## config.mk

```make
export PLATFORM = sky130hd
export DESIGN_NAME = driver_7seg_mux
export DESIGN_NICKNAME = d
export VERILOG_FILES = /design/src/rtl/driver_7seg_mux.sv
export SDC_FILE = /design/constraint.sdc
export NUM_CORES = 1
export LEC_CHECK = 0
export ABC_AREA = 1
export BUFFER_PORTS_ARGS = -buffer_cell sky130_fd_sc_hd__buf_2
export CAP_MARGIN = 20
export CELL_PAD_IN_SITES_DETAIL_PLACEMENT = 2
export CELL_PAD_IN_SITES_GLOBAL_PLACEMENT = 2
export CORE_ASPECT_RATIO = 1.25
export CORE_MARGIN = 2
export CORE_UTILIZATION = 36
export DETAILED_ROUTE_END_ITERATION = 16
export PLACE_DENSITY = 0.8
export SYNTH_ARGS = -nofsm -noshare
export SYNTH_HDL_FRONTEND = slang
export SYNTH_SLANG_ARGS = --single-unit
export TNS_END_PERCENT = 100
```

## constraint.sdc

```tcl
create_clock -name clk_disp -period 5.7 [get_ports clk_disp]
set_clock_uncertainty 0.1 [all_clocks]
set_input_delay 0.285 -clock clk_disp [delete_from_list [all_inputs] [get_ports clk_disp]]
set_output_delay 0.285 -clock clk_disp [all_outputs]
set_load 0.005 [all_outputs]
```

## src/rtl/driver_7seg_mux.sv

```systemverilog
// Multiplexed 7-segment driver: one shared segment bus, one-hot digit selects,
// per-frame input snapshot, blank/blink masks, PWM brightness and dead time.
module driver_7seg_mux #(
  parameter int N_DIG     = 4,
  parameter int SEG_W     = 8,
  parameter int DIV       = 1000,
  parameter int BLANK_CYC = 4,
  parameter int BR_W      = 3,
  parameter int BLINK_FR  = 64,
  parameter int ACT_LOW   = 1
) (
  input  logic                   clk_disp,
  input  logic                   rst_n,
  input  logic                   enable,
  input  logic [N_DIG*SEG_W-1:0] seg_in,
  input  logic [N_DIG-1:0]       blank_mask,
  input  logic [N_DIG-1:0]       blink_mask,
  input  logic [BR_W-1:0]        brightness,
  output logic [SEG_W-1:0]       catodo,
  output logic [N_DIG-1:0]       seleccion,
  output logic                   frame_start
);

  localparam int CNT_W = (DIV > 1) ? $clog2(DIV) : 1;
  localparam int IDX_W = (N_DIG > 1) ? $clog2(N_DIG) : 1;
  localparam int FR_W  = (BLINK_FR > 1) ? $clog2(BLINK_FR) : 1;
  localparam int PW    = CNT_W + BR_W + 1;

  localparam logic [SEG_W-1:0] SEG_OFF  = (ACT_LOW != 0) ? {SEG_W{1'b1}} : {SEG_W{1'b0}};
  localparam logic [N_DIG-1:0] SEL_OFF  = (ACT_LOW != 0) ? {N_DIG{1'b1}} : {N_DIG{1'b0}};
  localparam logic [CNT_W-1:0] CNT_LAST = CNT_W'(DIV - 1);
  localparam logic [IDX_W-1:0] IDX_LAST = IDX_W'(N_DIG - 1);
  localparam logic [FR_W-1:0]  FR_LAST  = FR_W'(BLINK_FR - 1);

  typedef enum logic [1:0] {S_IDLE, S_DEAD, S_ON, S_TAIL} state_t;

  state_t                   r_state;
  state_t                   w_state_nx;
  logic [CNT_W-1:0]         r_cnt;
  logic [CNT_W-1:0]         w_cnt_nx;
  logic [IDX_W-1:0]         r_idx;
  logic [IDX_W-1:0]         w_idx_nx;
  logic [FR_W-1:0]          r_frame_cnt;
  logic                     r_blink_phase;
  logic                     r_frame_start;
  logic [SEG_W-1:0]         r_catodo;
  logic [N_DIG-1:0]         r_sel;

  logic [N_DIG*SEG_W-1:0]   r_seg_s;
  logic [N_DIG-1:0]         r_blank_s;
  logic [N_DIG-1:0]         r_blink_s;
  logic [BR_W-1:0]          r_br_s;

  logic                     w_slot_end;
  logic                     w_frame_wrap;
  logic                     w_fs;
  logic [BR_W-1:0]          w_br_eff;
  logic [BR_W:0]            w_br_p1;
  logic [PW-1:0]            w_prod;
  logic [PW-1:0]            w_on_end;
  logic                     w_lit;
  logic [SEG_W-1:0]         w_pat;
  logic [N_DIG-1:0]         w_sel_oh;

  assign w_slot_end   = (r_cnt == CNT_LAST);
  assign w_frame_wrap = (r_state != S_IDLE) && w_slot_end && (r_idx == IDX_LAST);
  assign w_fs         = enable && ((r_state == S_IDLE) || w_frame_wrap);

  // The slot being entered at a frame start must already use the new brightness.
  assign w_br_eff = w_fs ? brightness : r_br_s;
  assign w_br_p1  = {1'b0, w_br_eff} + (BR_W+1)'(1);
  assign w_prod   = PW'(DIV - BLANK_CYC) * PW'(w_br_p1);
  assign w_on_end = PW'(BLANK_CYC) + (w_prod >> BR_W);

  always_comb begin
    w_cnt_nx   = '0;
    w_idx_nx   = '0;
    w_state_nx = S_IDLE;
    if (enable) begin
      if (r_state != S_IDLE) begin
        w_cnt_nx = w_slot_end ? '0 : r_cnt + CNT_W'(1);
        if (w_slot_end)
          w_idx_nx = (r_idx == IDX_LAST) ? '0 : r_idx + IDX_W'(1);
        else
          w_idx_nx = r_idx;
      end
      if (PW'(w_cnt_nx) < PW'(BLANK_CYC))
        w_state_nx = S_DEAD;
      else if (PW'(w_cnt_nx) < w_on_end)
        w_state_nx = S_ON;
      else
        w_state_nx = S_TAIL;
    end
  end

  assign w_lit    = (r_state == S_ON) && !r_blank_s[r_idx] &&
                    !(r_blink_s[r_idx] && r_blink_phase);
  assign w_pat    = r_seg_s[r_idx*SEG_W +: SEG_W];
  assign w_sel_oh = N_DIG'(1) << r_idx;

  always_ff @(posedge clk_disp or negedge rst_n) begin
    if (!rst_n) begin
      r_state       <= S_IDLE;
      r_cnt         <= '0;
      r_idx         <= '0;
      r_frame_cnt   <= '0;
      r_blink_phase <= 1'b0;
      r_frame_start <= 1'b0;
      r_catodo      <= SEG_OFF;
      r_sel         <= SEL_OFF;
    end else begin
      r_state       <= w_state_nx;
      r_cnt         <= w_cnt_nx;
      r_idx         <= w_idx_nx;
      r_frame_start <= w_fs;
      if (!enable) begin
        r_frame_cnt   <= '0;
        r_blink_phase <= 1'b0;
      end else if (w_frame_wrap) begin
        if (r_frame_cnt == FR_LAST) begin
          r_frame_cnt   <= '0;
          r_blink_phase <= ~r_blink_phase;
        end else begin
          r_frame_cnt <= r_frame_cnt + FR_W'(1);
        end
      end
      if (w_lit) begin
        r_catodo <= (ACT_LOW != 0) ? ~w_pat : w_pat;
        r_sel    <= (ACT_LOW != 0) ? ~w_sel_oh : w_sel_oh;
      end else begin
        r_catodo <= SEG_OFF;
        r_sel    <= SEL_OFF;
      end
    end
  end

  // Frame snapshot: data only, loaded before any lit cycle can use it.
  always_ff @(posedge clk_disp) begin
    if (w_fs) begin
      r_seg_s   <= seg_in;
      r_blank_s <= blank_mask;
      r_blink_s <= blink_mask;
      r_br_s    <= brightness;
    end
  end

  assign catodo      = r_catodo;
  assign seleccion   = r_sel;
  assign frame_start = r_frame_start;

endmodule
```

# == After elaboration in Yosys (flattened, before gate mapping) ==
# Cells that the tools add are included.
# totals
regBits,77
inputBits,46
out_inout_bits,13
word_cells,69
# op_classes
add_sub_neg,5
multipliers,1
n_lt_le_gt_ge,3
eq_ne,7
shifts,2
mux,24
bitwise,3
n_reduce_logical,12
# op_table
cell,n
10-bit 2-to-1 mux,4
32-bit by 6-bit variable part select with 8-bit output,1
6-bit 2-to-1 mux,3
"3-bit by 11-bit adder with 12-bit output, first input constant",1
10-bit by 12-bit less-than comparator with 1-bit output,1
"8-bit by 4-bit multiplier with 12-bit output, first input constant",1
2-bit 2-to-1 mux,6
"10-bit by 1-bit adder with 10-bit output, second input constant",1
"10-bit equality test, second input constant",1
"10-bit by 3-bit less-than comparator with 1-bit output, second input constant",1
8-bit 2-to-1 mux,1
8-bit inverter,1
"6-bit by 1-bit adder with 6-bit output, second input constant",1
"6-bit equality test, second input constant",1
1-bit logical AND,6
1-bit 2-to-1 mux,6
"3-bit by 1-bit adder with 4-bit output, second input constant",1
1-bit binary-select mux with 2-bit select,2
"2-bit equality test, second input constant",2
4-bit 2-to-1 mux,1
"2-bit by 1-bit inequality test with 1-bit output, second input constant",2
4-bit inverter,1
"1-bit by 2-bit left shift with 4-bit output, first input constant",1
"2-bit by 3-bit less-than comparator with 1-bit output, second input constant",1
9 further kinds,10

# == Logic depth before layout (Yosys ltp) ==
# Gate-level depths: netlist of the first run.
# depth
ltp_word,13
depth_mapped,27
depth_no_buf,27

# == Least setup slack after synthesis of the first run ==
# OpenSTA, ideal clock, no wires.
# synth_timing
path_kind,register -> register
from,register r_cnt[0]
to,register r_state[0]
setup_ns,0.134
arrival_ns,4.603
required_time_ns,5.466
setup_slack_ns,0.863
stages_incl_launch_ff,26
n_path_buf,1
synth_period_minus_slack_ns,4.837
path_cell_list,dfrtp_1 ha_1 nand2_2 nor2_1 nand3_2 o21bai_4 nand3_1 and2_4 buf_6 ha_1 xnor2_1 inv_1 fa_1 fa_1 ha_1 xor2_1 xnor2_1 ha_1 a21oi_1 nor2_1 a211oi_1 nand2_1 nand2_1 nand2_1 nand3_2 a21oi_2
# synth_via
elab_chain_cells,13
elab_cells_between_ends,18
classes_between,3 x add/sub; 1 x mul; 2 x order compare; 1 x eq/ne; 7 x mux; 4 x reduce/logical
# synth_lines
item,line,source
from (decl),39,logic [CNT_W-1:0] r_cnt;
from (signal assigned),113,r_cnt <= w_cnt_nx;
10-bit equality test,65,assign w_slot_end = (r_cnt == CNT_LAST);
1-bit logical AND (2 in a row),66,assign w_frame_wrap = (r_state != S_IDLE) && w_slot_end && (r_idx == IDX_LAST);
1-bit logical OR,67,assign w_fs = enable && ((r_state == S_IDLE) || w_frame_wrap);
1-bit logical AND,67,
3-bit 2-to-1 mux,--,
named net w_br_eff[0],57,logic [BR_W-1:0] w_br_eff;
3-bit by 1-bit adder with 4-bit output,71,"assign w_br_p1 = {1'b0, w_br_eff} + (BR_W+1)'(1);"
8-bit by 4-bit multiplier with 12-bit output,72,assign w_prod = PW'(DIV - BLANK_CYC) * PW'(w_br_p1);
3-bit by 11-bit adder with 12-bit output,73,assign w_on_end = PW'(BLANK_CYC) + (w_prod >> BR_W);
10-bit by 12-bit less-than comparator with 1-bit output,89,else if (PW'(w_cnt_nx) < w_on_end)
1-bit 2-to-1 mux,89,
2-bit 2-to-1 mux,87,if (PW'(w_cnt_nx) < PW'(BLANK_CYC))
2-bit 2-to-1 mux,79,if (enable) begin
named net w_state_nx[0],38,state_t w_state_nx;
to (signal assigned),112,r_state <= w_state_nx;
to (decl),37,state_t r_state;
# The timed path passes the listed nets, and every way through them passes these cells. The select of a mux whose other input is x is not followed.
# A chain may end at the register's enable or synchronous reset.

# == Final worst setup path of the first run ==
# Ends and elaborated chain as after synthesis.

==> run_summary.xml, run 1 <==
<?xml version="1.0" encoding="UTF-8"?>
<metrics>
  <group name="setup_path">
    <metric name="critical_path_class" unit="">register to register</metric>
    <metric name="critical_path.endpoint_type" unit="">register</metric>
    <metric name="worstPathArrival" unit="ps">5380</metric>
    <metric name="reg2reg_slack" unit="ps">430</metric>
    <metric name="rr_endpoint" unit="">r_state[0]$_DFF_PN0_</metric>
    <metric name="register_to_register_path_depth" unit="">25</metric>
    <metric name="crit_end" unit="">r_state[0]$_DFF_PN0_</metric>
    <metric name="timing.rr.start" unit="">r_cnt[0]$_DFF_PN0_</metric>
    <metric name="cp-start-kind" unit="">register</metric>
    <metric name="critPathRequiredTime" unit="ps">5810</metric>
    <metric name="timing.critical_path.from" unit="">r_cnt[0]$_DFF_PN0_</metric>
    <metric name="crit_fanout" unit="">5</metric>
  </group>
  <group name="synthesis">
    <metric name="yosysMostFrequentCell" unit="">nand2_1</metric>
    <metric name="postSynth.asyncResetShare" unit="%">44.2</metric>
    <metric name="synth_xor_xnor_area_share" unit="%">2.02</metric>
    <metric name="synthesized_area_per_cell" unit="µm²">10.2</metric>
    <metric name="synth-edff-count" unit="">40</metric>
    <metric name="netlist.area_leader.share" unit="%">30.8</metric>
    <metric name="syn_nets" unit="">464</metric>
    <metric name="post_synth_mux_area_share" unit="%">0</metric>
    <metric name="synth.lib_cells_used.distinct" unit="">39</metric>
    <metric name="yosys_warnings" unit="">0</metric>
    <metric name="ys_ff_latch" unit="">77</metric>
    <metric name="synth_simple_gate_area_share" unit="%">17.5</metric>
    <metric name="netlist_top_cells_count" unit="">nand2_1 (55), inv_1 (48), nor2_1 (48)</metric>
    <metric name="syn_inst" unit="">384</metric>
    <metric name="sequential_cell_area_fraction_in_the_yosys_report" unit="%">54.5</metric>
    <metric name="post_synth_main_area_contributors" unit="">edfxtp_1 (31%), dfrtp_1 (14%), ha_1 (9.6%), dfstp_2 (8.1%), nand2_1 (5.3%)</metric>
    <metric name="synth_top_family_by_area" unit="">simple AND/OR/NAND/NOR gates</metric>
    <metric name="postSynth.topFlopCell" unit="">edfxtp_1</metric>
    <metric name="yosysTopAreaCell" unit="">edfxtp_1</metric>
    <metric name="synth-compound-area-share" unit="%">8.47</metric>
    <metric name="synth_fa_ha_area_share" unit="%">11.7</metric>
    <metric name="synthesis.area" unit="µm²">3900</metric>
  </group>
  <group name="layout">
    <metric name="nNetsFinal" unit="">530</metric>
    <metric name="area.growth.synth_to_final" unit="%">19.3</metric>
    <metric name="area.sequential" unit="µm²">2130</metric>
    <metric name="number_of_antenna_repair_diodes" unit="">0</metric>
    <metric name="drive_above_1_share" unit="%">23.3</metric>
    <metric name="fill_cells" unit="">1171</metric>
    <metric name="multiInputGateArea" unit="µm²">1560</metric>
    <metric name="finalInstanceArea" unit="µm²">4650</metric>
  </group>
  <group name="outcome">
    <metric name="outcome" unit="">finished clean</metric>
  </group>
  <group name="timing">
    <metric name="final_max_slew_viol_count" unit="">0</metric>
    <metric name="slew_headroom" unit="%">42.6</metric>
    <metric name="timing_worst_slew_pin_value" unit="ps">862</metric>
    <metric name="fin_crit" unit="ps">5270</metric>
    <metric name="final_hold_viol_count" unit="">0</metric>
    <metric name="maximum_frequency_from_static_timing_analysis" unit="MHz">190</metric>
    <metric name="finalSetupViolations" unit="">0</metric>
    <metric name="min_period_over_period" unit="%">92.5</metric>
  </group>
  <group name="clock_network">
    <metric name="cts_htree_levels" unit="">3</metric>
    <metric name="tritoncts" unit="">built</metric>
    <metric name="clock_sinks" unit="">77</metric>
    <metric name="cts_made_buffers" unit="">9</metric>
    <metric name="path_clk_slew" unit="ps">60</metric>
    <metric name="clock_latency" unit="ps">340</metric>
    <metric name="cts_buffer_depth" unit="">2</metric>
    <metric name="clock-root-buffer" unit="">clkbuf_16</metric>
  </group>
  <group name="flow_run">
    <metric name="cap_viol_max_count" unit="">0</metric>
  </group>
  <group name="route">
    <metric name="drc" unit="">0</metric>
    <metric name="first_iter_violations" unit="">114</metric>
    <metric name="first_pass_iters" unit="">4</metric>
    <metric name="drtAntennaViolNets" unit="">0</metric>
    <metric name="viasPerCell" unit="">5.12</metric>
    <metric name="num_vias" unit="">3005</metric>
    <metric name="drt-wirelength-per-cell" unit="µm">20.0</metric>
    <metric name="wirelength" unit="mm">11.7</metric>
  </group>
  <group name="power">
    <metric name="report.power.total" unit="W">0.00153</metric>
    <metric name="net-switching-power" unit="W">0.000443</metric>
    <metric name="worst_ir_drop_vdd" unit="V">0.000177</metric>
    <metric name="cellInternalPower" unit="W">0.00109</metric>
    <metric name="powerDensity" unit="nW/µm²">330</metric>
    <metric name="seqPwrFrac" unit="%">40.1</metric>
    <metric name="switching_fraction" unit="%">28.8</metric>
    <metric name="combinationalPowerShare" unit="%">23.4</metric>
    <metric name="clock_power_share" unit="%">36.5</metric>
    <metric name="power.static_leakage" unit="nW">2.08</metric>
  </group>
  <group name="global_routing">
    <metric name="track_usage" unit="%">21.3</metric>
    <metric name="global_route.overflow_total" unit="">0</metric>
    <metric name="antenna_found_initial" unit="">0</metric>
    <metric name="first_pass_grt_wire_length" unit="mm">18.9</metric>
    <metric name="grt_max_degree" unit="">42</metric>
    <metric name="vias_in_the_first_global_route" unit="">3442</metric>
  </group>
  <group name="floorplan">
    <metric name="core_area" unit="µm²">10600</metric>
    <metric name="die_height" unit="µm">120</metric>
    <metric name="die_area" unit="µm²">11700</metric>
    <metric name="die_w" unit="µm">97.1</metric>
    <metric name="design.portCount" unit="">59</metric>
    <metric name="rows" unit="">42</metric>
    <metric name="start_util" unit="%">36.9</metric>
  </group>
  <group name="placed_design">
    <metric name="gpl.final_weighted_congestion" unit="">0.792</metric>
    <metric name="hpwl" unit="mm">8.28</metric>
    <metric name="numPortBuffers" unit="">58</metric>
    <metric name="post_dp_cell_area" unit="µm²">4350</metric>
  </group>
  <group name="min_path">
    <metric name="hp-class" unit="">primary input to register</metric>
  </group>
</metrics>
[logic make-up after synthesis]
family,Yosys count
and+or+nand+nor,150
DFF,77
buffers and inverters,58
AOI/OAI and AO/OA,56
adders and majority gates,34
xor gates and xnor gates,9
[worst min-delay path by stage]
stage	startpoint	end	slack, ps	depth (start not counted)
after floorplan	rst_n	frame_start$_DFF_PN0_	-110	0
final	seg_in[19]	r_seg_s[19]$_DFFE_PN_	20	1
after global routing	seg_in[19]	r_seg_s[19]$_DFFE_PN_	10	1
after CTS	seg_in[6]	r_seg_s[6]$_DFFE_PN_	10	1
after detailed placement	rst_n	frame_start$_DFF_PN0_	350	1
after global placement	rst_n	frame_start$_DFF_PN0_	340	1
[registers in the layout, summed over array words and instances (netlist names)]
| name | cells |
|---|---|
| r_seg_s | 32 |
| r_cnt | 10 |
| catodo | 8 |
| r_frame_cnt | 6 |
| r_blank_s | 4 |
| r_blink_s | 4 |
| seleccion | 4 |
| r_br_s | 3 |
| r_idx | 2 |
| r_state | 2 |
| frame_start | 1 |
| r_blink_phase | 1 |
[power by group through the flow]
stage               Combinational, W  Clock, W  Sequential [W]
global placement            0.000333         0        0.000624
global route                0.000421  0.000593        0.000617
floorplan                   0.000260         0        0.000623
CTS                         0.000368  0.000572        0.000616
finish                      0.000359  0.000560        0.000616
detailed placement          0.000365         0        0.000625
[cell usage in the layout, fill, tap and decap left out, drive strengths merged, types with 2 or more instances in the layout]
cell type,Yosys,layout
o22ai,9,9
clkinv,1,5
clkbuf,7,11
and2,3,3
nand3,18,18
dfstp,12,12
edfxtp,40,40
xnor2,3,3
o21ai,23,23
a21oi,14,14
xor2,6,6
nand4,3,3
a211oi,3,3
dfrtp,22,22
ha,30,30
fa,4,4
nand2,62,62
nor3,9,9
inv,48,48
buf,2,63
dfxtp,3,3
a31oi,2,2
nor4,2,2
nor2,49,49
nand3b,2,2
[metrics by stage]
stage	utilization, %	setup slack [ps]	hold slack (ps)	std cells	setup TNS (ps)
final	44.1	429	18.5	587	0
after global routing	44.1	-37.6	11.9	587	-37.6
after CTS	44.0	264	11.3	587	0
after detailed placement	41.2	345	345	570	0
after floorplan	-	863	-111	384	0
after global placement	41.2	588	337	570	0
[routing by layer]
metal	track usage, %	up-vias	routed length, µm
met5	0	-	0
met4	6.25	0	203
met3	3.87	14	293
met2	41.3	48	6680
met1	23.4	1529	4540
li1	-	1414	-
[critical path, cell delays in order, from the launching register on]
cell,delay [ps]
dfrtp_1,420
ha_1,240
nand2_2,80
nor2_1,120
nand3_2,140
o21bai_4,190
nand3b_1,150
nand2_2,150
inv_1,110
ha_1,250
xnor2_2,320
inv_1,190
fa_2,630
fa_1,410
ha_1,330
xor2_1,180
xnor2_1,140
ha_1,310
a21oi_1,160
nor2_1,60
a211oi_1,160
nand2_1,80
nand2_1,60
nand2_1,60
nand3_2,80
a21oi_2,40
[layout make-up]
type	count	area share, %
clock buffer	11	5.00
multi-input combinational	249	33.4
tap	132	3.55
clock inverter	5	1.10
timing repair buffer	64	7.26
inverter	49	3.95
sequential	77	45.7
[timing repair]
item / CTS / global route
hold buffers: 1 / 0
setup buffers: 0 / 0
resized for setup: 0 / 2
setup endpoints to repair: 0 / 1
endpoints found under the hold margin: 22 / 0
Power figures use the tool's default switching activity.
==> run 2: changes to the inputs <==
--- a/config.mk
+++ b/config.mk
@@ -12,9 +12,9 @@
 export CELL_PAD_IN_SITES_GLOBAL_PLACEMENT = 2
 export CORE_ASPECT_RATIO = 1.25
 export CORE_MARGIN = 2
-export CORE_UTILIZATION = 36
+export CORE_UTILIZATION = 39
 export DETAILED_ROUTE_END_ITERATION = 16
-export PLACE_DENSITY = 0.8
+export PLACE_DENSITY = 0.86
 export SYNTH_ARGS = -nofsm -noshare
 export SYNTH_HDL_FRONTEND = slang
 export SYNTH_SLANG_ARGS = --single-unit
==> constraint.sdc (replaced) <==
create_clock -name clk_disp -period 6.4 [get_ports clk_disp]
set_clock_uncertainty 0.1 [all_clocks]
set_input_delay 0.32 -clock clk_disp [delete_from_list [all_inputs] [get_ports clk_disp]]
set_output_delay 0.32 -clock clk_disp [all_outputs]
set_load 0.005 [all_outputs]
==> run 2 against run 1 <==
Flip-flop and latch count unchanged; critical path type unchanged; via count down 0.43%; power down 11%; critical path depth down 2; highest routed layer unchanged.
==> run_summary.xml, run 2 (same netlist as run 1, synthesis figures left out) <==
<?xml version="1.0" encoding="UTF-8"?>
<metrics>
  <group name="clock_network">
    <metric name="cts_buffer_depth" unit="">2</metric>
    <metric name="cts_htree_levels" unit="">3</metric>
    <metric name="cts_post_setup_buffers_inserted" unit="">0</metric>
    <metric name="clock_latency" unit="ps">340</metric>
    <metric name="total_of_hold_buffers_inserted_after_clock_tree_synthesis" unit="">1</metric>
    <metric name="cts_made_buffers" unit="">9</metric>
    <metric name="post_cts_resized" unit="">0</metric>
    <metric name="clock_sinks" unit="">77</metric>
    <metric name="clock-root-buffer" unit="">clkbuf_16</metric>
    <metric name="path_clk_slew" unit="ps">60</metric>
    <metric name="tritoncts" unit="">built</metric>
  </group>
  <group name="power">
    <metric name="report.power.total" unit="W">0.00137</metric>
    <metric name="combinationalPowerShare" unit="%">23.5</metric>
    <metric name="clock_power_share" unit="%">36.5</metric>
    <metric name="powerDensity" unit="nW/µm²">297</metric>
    <metric name="net-switching-power" unit="W">0.000401</metric>
    <metric name="power.static_leakage" unit="nW">2.06</metric>
    <metric name="seqPwrFrac" unit="%">40.0</metric>
    <metric name="cellInternalPower" unit="W">0.000972</metric>
    <metric name="switching_fraction" unit="%">29.2</metric>
    <metric name="worst_ir_drop_vdd" unit="V">0.000143</metric>
  </group>
  <group name="route">
    <metric name="drt-wirelength-per-cell" unit="µm">20.4</metric>
    <metric name="wirelength" unit="mm">11.8</metric>
    <metric name="drtAntennaViolNets" unit="">0</metric>
    <metric name="num_vias" unit="">2992</metric>
    <metric name="first_pass_iters" unit="">4</metric>
    <metric name="first_iter_violations" unit="">180</metric>
    <metric name="viasPerCell" unit="">5.18</metric>
    <metric name="drc" unit="">0</metric>
  </group>
  <group name="layout">
    <metric name="drive_above_1_share" unit="%">22.8</metric>
    <metric name="finalInstanceArea" unit="µm²">4620</metric>
    <metric name="fill_cells" unit="">1021</metric>
    <metric name="fin_util" unit="%">47.8</metric>
    <metric name="final_common_cell" unit="">buf_2</metric>
    <metric name="flip_flop_count_of_the_largest_register_all_copies_and_words_added" unit="">32</metric>
    <metric name="largest-register" unit="">r_seg_s</metric>
    <metric name="final_cells" unit="">578</metric>
    <metric name="area.growth.synth_to_final" unit="%">18.4</metric>
    <metric name="area.sequential" unit="µm²">2130</metric>
    <metric name="multiInputGateArea" unit="µm²">1550</metric>
    <metric name="layout_common_cells" unit="">buf_2 (58), nand2_1 (55), inv_1 (48), nor2_1 (48), edfxtp_1 (40)</metric>
    <metric name="number_of_antenna_repair_diodes" unit="">0</metric>
    <metric name="nNetsFinal" unit="">527</metric>
  </group>
  <group name="flow_run">
    <metric name="cap_viol_max_count" unit="">0</metric>
  </group>
  <group name="min_path">
    <metric name="hp-class" unit="">primary input to register</metric>
  </group>
  <group name="setup_path">
    <metric name="critical_path_class" unit="">register to register</metric>
    <metric name="reg2reg_slack" unit="ps">650</metric>
    <metric name="worstPathArrival" unit="ps">5860</metric>
    <metric name="cp-start-kind" unit="">register</metric>
    <metric name="critical_path.endpoint_type" unit="">register</metric>
    <metric name="crit_fanout" unit="">23</metric>
    <metric name="critPathRequiredTime" unit="ps">6510</metric>
  </group>
  <group name="global_routing">
    <metric name="vias_in_the_first_global_route" unit="">3537</metric>
    <metric name="track_usage" unit="%">23.8</metric>
    <metric name="antenna_found_initial" unit="">0</metric>
    <metric name="global_route.overflow_total" unit="">0</metric>
    <metric name="grt_max_degree" unit="">42</metric>
    <metric name="first_pass_grt_wire_length" unit="mm">18.9</metric>
  </group>
  <group name="timing">
    <metric name="maximum_frequency_from_static_timing_analysis" unit="MHz">174</metric>
    <metric name="rsz0062_at_grt" unit="">false</metric>
    <metric name="slew_headroom" unit="%">43.8</metric>
    <metric name="finalSetupViolations" unit="">0</metric>
    <metric name="timing_worst_slew_pin_value" unit="ps">841</metric>
    <metric name="final_hold_viol_count" unit="">0</metric>
    <metric name="final_max_slew_viol_count" unit="">0</metric>
    <metric name="fin_crit" unit="ps">5750</metric>
    <metric name="final.setup.tns" unit="ps">0</metric>
    <metric name="min_period_over_period" unit="%">89.8</metric>
  </group>
  <group name="floorplan">
    <metric name="die_area" unit="µm²">10800</metric>
    <metric name="die_w" unit="µm">93.4</metric>
    <metric name="start_util" unit="%">40.4</metric>
    <metric name="rows" unit="">40</metric>
    <metric name="die_height" unit="µm">116</metric>
    <metric name="core_area" unit="µm²">9660</metric>
    <metric name="design.portCount" unit="">59</metric>
  </group>
  <group name="placed_design">
    <metric name="dpl_cells" unit="">561</metric>
    <metric name="numPortBuffers" unit="">58</metric>
    <metric name="hpwl" unit="mm">8.15</metric>
    <metric name="gpl.final_weighted_congestion" unit="">0.799</metric>
    <metric name="post_dp_cell_area" unit="µm²">4320</metric>
  </group>
  <group name="outcome">
    <metric name="outcome" unit="">finished clean</metric>
  </group>
</metrics>
[run 2: cell count changes in the layout (fill, tap and decap cells not counted), sizes merged]
cell,previous run,this run
clkinvlp,0,1
clkinv,5,4
buf,63,60
[run 2: worst paths after layout]
kind / cells after the start / startpoint / endpoint
worst max-delay path: 23 / r_idx[0]$_DFFE_PN0P_ / r_state[0]$_DFF_PN0_
worst min-delay path: 1 / seg_in[31] / r_seg_s[31]$_DFFE_PN_
worst max register to register: 23 / r_idx[0]$_DFFE_PN0P_ / r_state[0]$_DFF_PN0_
worst min register to register: 1 / r_frame_cnt[4]$_DFFE_PN0P_ / r_frame_cnt[4]$_DFFE_PN0P_
max in group asynchronous: 2 / rst_n / r_cnt[1]$_DFF_PN0_
min in group asynchronous: 2 / rst_n / r_idx[1]$_DFFE_PN0P_
[run 2: area by class of cell]
class | instances | share of cell area, %
clock buffers | 11 | 5.04
clock inverters | 5 | 1.14
inverters | 49 | 3.98
multi-input cells | 249 | 33.5
flip-flops and latches | 77 | 46.1
well taps | 126 | 3.42
repair buffers | 61 | 6.83
[run 2: per-stage QoR]
stage	hold WS, ps	setup WS [ps]
floorplan	-75.6	1560
CTS	40.7	598
global placement	364	1040
finish	54.2	654
detailed placement	356	736
global route	41.0	127
[run 2: critical path: stages (launching register included)]
cell and delay [ps]:
dfrtp_1 840, ha_1 310, inv_1 120, o21bai_4 230
nand3b_1 150, nand2_2 150, inv_1 120, ha_1 220
xnor2_1 330, inv_1 190, fa_1 580, fa_1 520
ha_1 350, xor2_1 190, xnor2_1 130, ha_1 310
a21oi_1 130, nor2_1 60, a211oi_1 210, nand2_1 90
nand2_1 60, nand2_1 60, nand3_2 90, a21oi_2 50
[run 2: power by group through the flow]
stage,Sequential (W),Combinational [W],Clock [W]
2_1_floorplan,0.000555,0.000232,0
3_3_place_gp,0.000556,0.000298,0
3_5_place_dp,0.000558,0.000330,0
4_1_cts,0.000549,0.000335,0.000511
5_1_grt,0.000550,0.000377,0.000531
6_report,0.000549,0.000323,0.000501
[run 2: layer usage]
metal	share of wire [%]	global-route usage [%]	vias up
met5	0	0	-
li1	-	-	1402
met4	1.8	8.53	0
met3	3.0	4.75	12
met1	37	24.6	1525
met2	58	46.9	53
